File: src/rtl/vga_timing_pkg.sv
// Shared raster timing defaults, colour type and total-count helpers for the VGA colour pipeline.
package vga_timing_pkg;

    localparam int unsigned DEF_H_ACTIVE = 640;
    localparam int unsigned DEF_H_FP     = 16;
    localparam int unsigned DEF_H_SYNC   = 96;
    localparam int unsigned DEF_H_BP     = 48;
    localparam int unsigned DEF_V_ACTIVE = 480;
    localparam int unsigned DEF_V_FP     = 10;
    localparam int unsigned DEF_V_SYNC   = 2;
    localparam int unsigned DEF_V_BP     = 33;
    localparam int unsigned DEF_COLOR_W  = 12;

    typedef logic [DEF_COLOR_W-1:0] color_t;

    function automatic int unsigned h_total(input int unsigned active, input int unsigned fp,
                                            input int unsigned sync, input int unsigned bp);
        return active + fp + sync + bp;
    endfunction

    function automatic int unsigned v_total(input int unsigned active, input int unsigned fp,
                                            input int unsigned sync, input int unsigned bp);
        return active + fp + sync + bp;
    endfunction

endpackage

File: src/rtl/vga_pipe_delay.sv
// Fixed-depth shift register used to align raster flags with the memory read path.
module vga_pipe_delay #(
    parameter int unsigned      WIDTH   = 1,
    parameter int unsigned      DEPTH   = 1,
    parameter logic [WIDTH-1:0] RST_VAL = '0
) (
    input  logic             video_clk,
    input  logic             rst_n,
    input  logic [WIDTH-1:0] din,
    output logic [WIDTH-1:0] dout
);

    logic [WIDTH-1:0] stage [DEPTH];

    always_ff @(posedge video_clk or negedge rst_n) begin
        if (!rst_n) begin
            for (int i = 0; i < int'(DEPTH); i++) stage[i] <= RST_VAL;
        end else begin
            stage[0] <= din;
            for (int i = 1; i < int'(DEPTH); i++) stage[i] <= stage[i-1];
        end
    end

    assign dout = stage[DEPTH-1];

endmodule

File: src/rtl/vga_color_pipeline.sv
// Raster timing generator, frame-buffer addressing and double-buffered palette stage.
// Optional VGA_COLOR_PIPELINE_TESTPATTERN_EN adds a test_mode input selecting 8 vertical colour bars.
module vga_color_pipeline
    import vga_timing_pkg::*;
#(
    parameter int unsigned H_ACTIVE    = DEF_H_ACTIVE,
    parameter int unsigned H_FP        = DEF_H_FP,
    parameter int unsigned H_SYNC      = DEF_H_SYNC,
    parameter int unsigned H_BP        = DEF_H_BP,
    parameter int unsigned V_ACTIVE    = DEF_V_ACTIVE,
    parameter int unsigned V_FP        = DEF_V_FP,
    parameter int unsigned V_SYNC      = DEF_V_SYNC,
    parameter int unsigned V_BP        = DEF_V_BP,
    parameter int unsigned BIN_W       = 3,
    parameter int unsigned COLOR_W     = DEF_COLOR_W,
    parameter int unsigned ADDR_W      = 19,
    parameter int unsigned MEM_LATENCY = 2
) (
    input  logic                                   video_clk,
    input  logic                                   rst_n,
    input  logic                                   ready,
    input  logic [BIN_W-1:0]                       bin_data,
    input  logic [((2**BIN_W)-1)*COLOR_W-1:0]      palette_in,
    input  logic                                   palette_valid,
`ifdef VGA_COLOR_PIPELINE_TESTPATTERN_EN
    input  logic                                   test_mode,
`endif
    output logic                                   palette_ready,
    output logic [ADDR_W-1:0]                      memory_addr,
    output logic                                   hsync,
    output logic                                   vsync,
    output logic [COLOR_W-1:0]                     video_out,
    output logic                                   frame_start
);

    localparam int unsigned H_TOTAL  = h_total(H_ACTIVE, H_FP, H_SYNC, H_BP);
    localparam int unsigned V_TOTAL  = v_total(V_ACTIVE, V_FP, V_SYNC, V_BP);
    localparam int unsigned H_CNT_W  = $clog2(H_TOTAL);
    localparam int unsigned V_CNT_W  = $clog2(V_TOTAL);
    localparam int unsigned HS_START = H_ACTIVE + H_FP;
    localparam int unsigned HS_END   = HS_START + H_SYNC;
    localparam int unsigned VS_START = V_ACTIVE + V_FP;
    localparam int unsigned VS_END   = VS_START + V_SYNC;
    localparam int unsigned OUT_LAT  = MEM_LATENCY + 1;
    localparam int unsigned NUM_ENT  = (2**BIN_W) - 1;

    logic [H_CNT_W-1:0] hcount;
    logic [V_CNT_W-1:0] vcount;
    logic [ADDR_W-1:0]  addr_cnt;
    logic               h_last;
    logic               frame_end;
    logic               raw_active;
    logic               raw_hsync;
    logic               raw_vsync;
    logic               raw_fs;

    assign h_last     = (hcount == H_CNT_W'(H_TOTAL - 1));
    assign frame_end  = h_last && (vcount == V_CNT_W'(V_TOTAL - 1));
    assign raw_active = (32'(hcount) < H_ACTIVE) && (32'(vcount) < V_ACTIVE);
    assign raw_hsync  = !((32'(hcount) >= HS_START) && (32'(hcount) < HS_END));
    assign raw_vsync  = !((32'(vcount) >= VS_START) && (32'(vcount) < VS_END));
    assign raw_fs     = (hcount == '0) && (vcount == '0);

    // Pixel/line counters plus an incremental linear address (no multiplier).
    always_ff @(posedge video_clk or negedge rst_n) begin
        if (!rst_n) begin
            hcount   <= '0;
            vcount   <= '0;
            addr_cnt <= '0;
        end else begin
            hcount <= h_last ? '0 : hcount + H_CNT_W'(1);
            if (h_last) vcount <= frame_end ? '0 : vcount + V_CNT_W'(1);
            if (frame_end)       addr_cnt <= '0;
            else if (raw_active) addr_cnt <= addr_cnt + ADDR_W'(1);
        end
    end

    assign memory_addr = (raw_active && ready) ? addr_cnt : '0;

    // Flags that must line up with bin_data arriving MEM_LATENCY cycles after its address.
    logic act_d;
    logic rdy_d;
`ifdef VGA_COLOR_PIPELINE_TESTPATTERN_EN
    localparam int unsigned PIPE_W = 3 + H_CNT_W;
    logic               tm_d;
    logic [H_CNT_W-1:0] hc_d;
    vga_pipe_delay #(.WIDTH(PIPE_W), .DEPTH(MEM_LATENCY), .RST_VAL('0)) u_mem_align (
        .video_clk (video_clk),
        .rst_n     (rst_n),
        .din       ({raw_active, ready, test_mode, hcount}),
        .dout      ({act_d, rdy_d, tm_d, hc_d})
    );
`else
    vga_pipe_delay #(.WIDTH(2), .DEPTH(MEM_LATENCY), .RST_VAL(2'b00)) u_mem_align (
        .video_clk (video_clk),
        .rst_n     (rst_n),
        .din       ({raw_active, ready}),
        .dout      ({act_d, rdy_d})
    );
`endif

    logic [2:0] sync_q;
    vga_pipe_delay #(.WIDTH(3), .DEPTH(OUT_LAT), .RST_VAL(3'b110)) u_sync_align (
        .video_clk (video_clk),
        .rst_n     (rst_n),
        .din       ({raw_hsync, raw_vsync, raw_fs}),
        .dout      (sync_q)
    );
    assign {hsync, vsync, frame_start} = sync_q;

    // Double-buffered palette: shadow loads any time, active swaps only on the last frame cycle.
    logic [COLOR_W-1:0] pal_act [NUM_ENT];
    logic [COLOR_W-1:0] pal_shd [NUM_ENT];

    always_ff @(posedge video_clk or negedge rst_n) begin
        if (!rst_n) begin
            for (int k = 0; k < int'(NUM_ENT); k++) begin
                pal_act[k] <= '0;
                pal_shd[k] <= '0;
            end
            palette_ready <= 1'b1;
        end else begin
            if (frame_end) begin
                for (int k = 0; k < int'(NUM_ENT); k++) pal_act[k] <= pal_shd[k];
                palette_ready <= 1'b1;
            end
            if (palette_valid && palette_ready) begin
                for (int k = 0; k < int'(NUM_ENT); k++)
                    pal_shd[k] <= palette_in[k*COLOR_W +: COLOR_W];
                palette_ready <= 1'b0;
            end
        end
    end

    logic [COLOR_W-1:0] pix_c;

`ifdef VGA_COLOR_PIPELINE_TESTPATTERN_EN
    logic [2:0]  bar;
    logic [11:0] bar_rgb;
    assign bar     = 3'((32'(hc_d) * 32'd8) / H_ACTIVE);
    assign bar_rgb = {{4{bar[2]}}, {4{bar[1]}}, {4{bar[0]}}};
`endif

    // Bin 0 and blanked/unready pixels are black; test bars override the lookup.
    always_comb begin
        pix_c = '0;
        if (act_d && rdy_d && (bin_data != '0)) pix_c = pal_act[bin_data - BIN_W'(1)];
`ifdef VGA_COLOR_PIPELINE_TESTPATTERN_EN
        if (act_d && tm_d) pix_c = COLOR_W'(bar_rgb);
`endif
    end

    always_ff @(posedge video_clk or negedge rst_n) begin
        if (!rst_n) video_out <= '0;
        else        video_out <= pix_c;
    end

endmodule
File: config.mk
export PLATFORM = sky130hd
export DESIGN_NAME = vga_color_pipeline
export DESIGN_NICKNAME = d
export VERILOG_FILES = /design/src/rtl/vga_timing_pkg.sv /design/src/rtl/vga_pipe_delay.sv /design/src/rtl/vga_color_pipeline.sv
export SDC_FILE = /design/constraint.sdc
export NUM_CORES = 1
export LEC_CHECK = 0
export BUFFER_PORTS_ARGS = -buffer_cell sky130_fd_sc_hd__buf_2
export CAP_MARGIN = 20
export CORE_AREA = 8 8 190 192
export CTS_CLUSTER_SIZE = 12
export DETAILED_ROUTE_END_ITERATION = 10
export DIE_AREA = 0 0 198 200
export HOLD_SLACK_MARGIN = 0.05
export PLACE_DENSITY_LB_ADDON = 0.05
export REMOVE_ABC_BUFFERS = 1
export SLEW_MARGIN = 40
export SYNTH_ARGS = -nofsm -noshare
export SYNTH_HDL_FRONTEND = slang
export SYNTH_SLANG_ARGS = --single-unit
File: constraint.sdc
create_clock -name video_clk -period 3.4 [get_ports video_clk]
set_input_delay 0.85 -clock video_clk [delete_from_list [all_inputs] [get_ports video_clk]]
set_output_delay 0.85 -clock video_clk [all_outputs]
set_load 0.1 [all_outputs]
[Word level (Yosys, flattened, before mapping)]
Index checks and enable logic that the tools add are counted.
Cells by class
  bitwise logic cells: 1
  div/mod/pow operators: 0
  multipliers: 0
  eq/ne operators: 2
  add/subtract/negate cells: 4
  reductions and logical operators: 16
  shift operators: 0
  order comparisons: 7
  multiplexer cells: 11
Operators by type and width (number)
  2-to-1 mux 19 bit: 3
  binary-select mux 12 bit (select 3 bit): 1
  2-to-1 mux 12 bit: 3
  adder 10 x 1 -> 10 bit, second input constant: 2
  equality test 10 bit, second input constant: 2
  zero test 10 bit: 2
  less-than comparator 10 bit, second input constant: 2
  less-than comparator 10 x 9 -> 1 bit, second input constant: 2
  2-to-1 mux 10 bit: 2
  adder 19 x 1 -> 19 bit, second input constant: 1
  >= comparator 10 bit, second input constant: 1
  >= comparator 10 x 9 -> 1 bit, second input constant: 1
  logical AND 1 bit: 9
  >= comparator 4 bit, second input constant: 1
  inverter 3 -> 4 bit: 1
  nonzero test 2 bit: 2
  nonzero test 3 bit: 1
  subtractor 3 x 1 -> 3 bit, second input constant: 1
  zero test 1 bit: 2
  2-to-1 mux 1 bit: 2
Word-level totals
  RAM bits: 0
  latch bits: 0
  memories kept: 0
  register bits after elaboration: 233
  output and inout port bits: 35
  memory bits (read-only): 0
  input port bits: 91

[Depth between registers and ports, before layout]
  depth in word-level cells: 6
  mapped depth: 9
  mapped depth without buffers: 5

[Modules after synthesis]
A second synthesis with hierarchy kept.
Unflattened totals
  cells, all modules: 714
  area total of the unflattened synthesis: 9857.0 um2
Modules (own cells, without submodules)
  vga_color_pipeline: seq. area each 5506.5 um2, area each 9486.6 um2, cells an instance 696, times used 1
  vga_pipe_delay (u_sync_align): seq. area each 232.7 um2, area each 255.2 um2, cells an instance 12, times used 1
  vga_pipe_delay (u_mem_align): seq. area each 100.1 um2, area each 115.1 um2, cells an instance 6, times used 1

[Worst setup path before layout]
Ideal clock, no wire load.
  path type: register to output
  start point: register vcount[5]
  end point: output memory_addr[10]
  cell stages (with the launch flop): 7
  data arrival time: 2.190 ns
  setup slack: 0.360 ns
  cell sequence: dfrtp_1 buf_6 and4_1 buf_6 nor3_1 clkbuf_1 and3_1
On the way
  cells in the longest elaborated chain, start to end: 4
Ends and longest elaborated chain
  start: declaration: line vga_color_pipeline.sv:48  | logic [V_CNT_W-1:0] vcount;
  start signal: assignment: line vga_color_pipeline.sv:72  | if (h_last) vcount <= frame_end ? '0 : vcount + V_CNT_W'(1);
  less-than comparator 10 x 9 -> 1 bit: line vga_color_pipeline.sv:59  | assign raw_active = (32'(hcount) < H_ACTIVE) && (32'(vcount) < V_ACTIVE);
  logical AND 1 bit: line vga_color_pipeline.sv:59
  named net raw_active: line vga_color_pipeline.sv:52  | logic raw_active;
  logical AND 1 bit: line vga_color_pipeline.sv:78  | assign memory_addr = (raw_active && ready) ? addr_cnt : '0;
  2-to-1 mux 19 bit: line vga_color_pipeline.sv:78
  end: declaration: line vga_color_pipeline.sv:29  | output logic [ADDR_W-1:0] memory_addr,
The timed path passes the listed nets, and every way through them passes these cells.

[Worst setup path after layout]
  start point: register vcount[7]
  end point: output memory_addr[14]
On the way
  cells in the longest elaborated chain, start to end: 4
Ends and longest elaborated chain (line)
  less-than comparator 10 x 9 -> 1 bit: vga_color_pipeline.sv:59
  logical AND 1 bit: vga_color_pipeline.sv:59
  logical AND 1 bit: vga_color_pipeline.sv:78
  2-to-1 mux 19 bit: vga_color_pipeline.sv:78
Every way passes these cells.

==> metrics.cfg <==
[clock_tree]
cts.clk_slew.worst_paths_ps=60
root_buffer=clkbuf_16
post_cts_resized=0
cts_sinks=233
cts_buffers=27
postCtsSetupBuffers=0
htreeDepth=1
clock_latency_ps=530
cts_tree=yes
cts_max_path_buffers=3
holdBufCountCts=0

[routing]
wl_per_cell_microns=18.3
dr.pass1.iters=6
first_iter_violations=233
routed-via-count=6053
vias_per_cell=4.68
drc=0
totalWireLength_mm=23.7
ant_nets=0

[worst_setup_path]
cp-start-kind=flop
cp.required_ps=2550
r2r_cells=6
critPathCaptureType=primary output
critPathMaxFanout=22
critPathArrivalTime_ps=2290
crit_type=flop to primary output

[timing]
period_needed_ps=3140
finalSetupViolations=0
final-hold-violation-count=0
fmax_mhz=319
slew_violations=0
period_share=0.923
rsz0062_at_grt=no
worstMarginPinSlew_ps=714
skew_ps=8.95
slew_headroom=0.524

[logic_synthesis]
synth_commonest_cells=dfrtp_1, mux2_2, nor2_1
synthTopCellsByArea=dfrtp_1, mux2_2, mux4_2
synth-edff-count=0
yosysSeqAreaShare=0.595
async_reset_ff_frac=1.00
netlist_instances=701
syn_area_sq_um=9810
syn_avg_cell_area_sq_um=14.0
synth-main-ff-cell=dfrtp_1
yosys_warnings=0
synth_top_area_cell=dfrtp_1
synth.distinct_cells=41
synth_top_area_frac=0.576
synth-seq-cells=233
synth_most_common_cell=dfrtp_1

[power_and_ir_drop]
powerDensity_nw_per_um2=519
p_total_w=0.00616
vdd_drop_max_mv=0.347
cellLeakagePower_nw=5.63

[floorplanning]
pin_count=126
std_cell_rows=67
fp.dieH_microns=200
die_w_microns=198
core_area_sq_um=33100
die-area_sq_um=39600
start_util=0.296

[global_routing]
grt_pass1_vias=6620
grt_antenna_before_repair=6
grt_first_pass_wirelength_mm=37.8
grt_start_max_net_pins=107
grt-ovfl-total=0
grtUsageTotal=0.120

[place]
placed_area_sq_um=11000
dp_hpwl_mm=16.0
globalplace.congestion=0.780
port-buffer-count=125

[final_layout]
finalInstanceArea_sq_um=11900
nets=924
fillers=3257
drive_gt1_frac=0.459
syn_to_final_growth_pct=21.0

[min_path]
hp-class=primary input to asynchronous set/reset pin

[run_status]
status=complete, no violations

[job]
drv_cap=0

==> final cells by class <==
type	instances	area, sq um	share of cell area
antenna	1	2.50	0.000211
clock buffer	41	798	0.0673
clock inverter	7	66.3	0.00559
inverter	10	37.5	0.00316
multi-input combinational	414	3770	0.317
sequential	233	5840	0.492
tap	448	561	0.0472
timing repair buffer	140	798	0.0673
==> power by group <==
group	leakage, nW	internal, W	total (W)	switching, W
Clock	0.426	0.00168	0.00279	0.00111
Combinational	2.15	0.000162	0.000405	0.000243
Sequential	3.05	0.00290	0.00296	0.0000624
Total	5.63	0.00475	0.00616	0.00141
==> registers in the layout (all words and copies together) (netlist names), 3 cells and up <==
name / count
hcount: 10
pal_shd: 84
u_sync_align.dout: 3
vcount: 10
pal_act: 84
addr_cnt: 19
u_sync_align.stage: 6
video_out: 12
==> worst max-delay path, cell delays in order, from the launching register on <==
cell,delay (ps)
dfrtp_1,430
and4_1,300
nor3_2,170
buf_4,230
and3_1,180
buf_2,430
==> path summary, 6_finish.rpt <==
kind / from / end / slack [ps]
min reg2reg: u_sync_align.stage[6]$_DFF_PN0_ / u_sync_align.stage[3]$_DFF_PN0_ / 350
max in group asynchronous: rst_n / pal_act[4]$_DFFE_PN0P_ / 2220
max: vcount[7]$_DFFE_PN0N_ / memory_addr[14] / 260
min in group video_clk: u_sync_align.stage[6]$_DFF_PN0_ / u_sync_align.stage[3]$_DFF_PN0_ / 350
min: rst_n / pal_shd[83]$_DFFE_PN0P_ / 340
max reg2reg: hcount[0]$_DFF_PN0_ / pal_act[61]$_DFFE_PN0P_ / 950
==> through the flow <==
step | utilization | hold slack, ps | setup WS, ps | TNS [ps] | cells
after global placement | 0.332 | 335 | 867 | 0 | 1245
after floorplan | - | 331 | -774 | -75590 | 657
final | 0.358 | 340 | 263 | 0 | 1294
after CTS | 0.358 | 351 | 211 | 0 | 1293
after global routing | 0.358 | 353 | 121 | 0 | 1294
after detailed placement | 0.332 | 338 | 810 | 0 | 1245
==> metal layers <==
| layer | wire length, microns | share of wire | global-route usage | up-vias |
|---|---|---|---|---|
| li1 | - | - | - | 2804 |
| met1 | 10500 | 0.44 | 0.156 | 3086 |
| met2 | 11300 | 0.48 | 0.198 | 112 |
| met3 | 1340 | 0.057 | 0.0335 | 41 |
| met4 | 459 | 0.019 | 0.0277 | 10 |
| met5 | 66 | 0.0028 | 0 | - |
==> kinds of logic (layout without fill, tap and decap cells) <==
kind of cell | Yosys count | in the layout | share of synthesized area
flip-flops | 233 | 233 | 0.595
adder cells (fa/ha/maj) | 7 | 7 | 0.00893
AND/OR/NAND/NOR | 134 | 134 | 0.0779
other | 0 | 1 | 0
AO/OA/AOI/OAI | 59 | 59 | 0.0392
XOR/XNOR | 21 | 21 | 0.0187
buffers and inverters | 54 | 198 | 0.0249
multiplexers | 193 | 193 | 0.235
==> layout by cell type, fill, tap and decap left out, types with 8 or more instances in the layout <==
master,count
a211oi_1,12
a21oi_1,13
a22oi_1,12
and3_1,24
buf_2,124
buf_4,11
clkbuf_16,27
dfrtp_1,226
inv_1,10
mux2_2,180
mux4_2,12
nand2_1,10
nand3_1,16
nand4_1,9
nor2_1,29
o21ai_0,11
o31ai_1,8
or4_1,9
xnor2_1,12
xor2_1,8
Power figures use the tool's default switching activity.
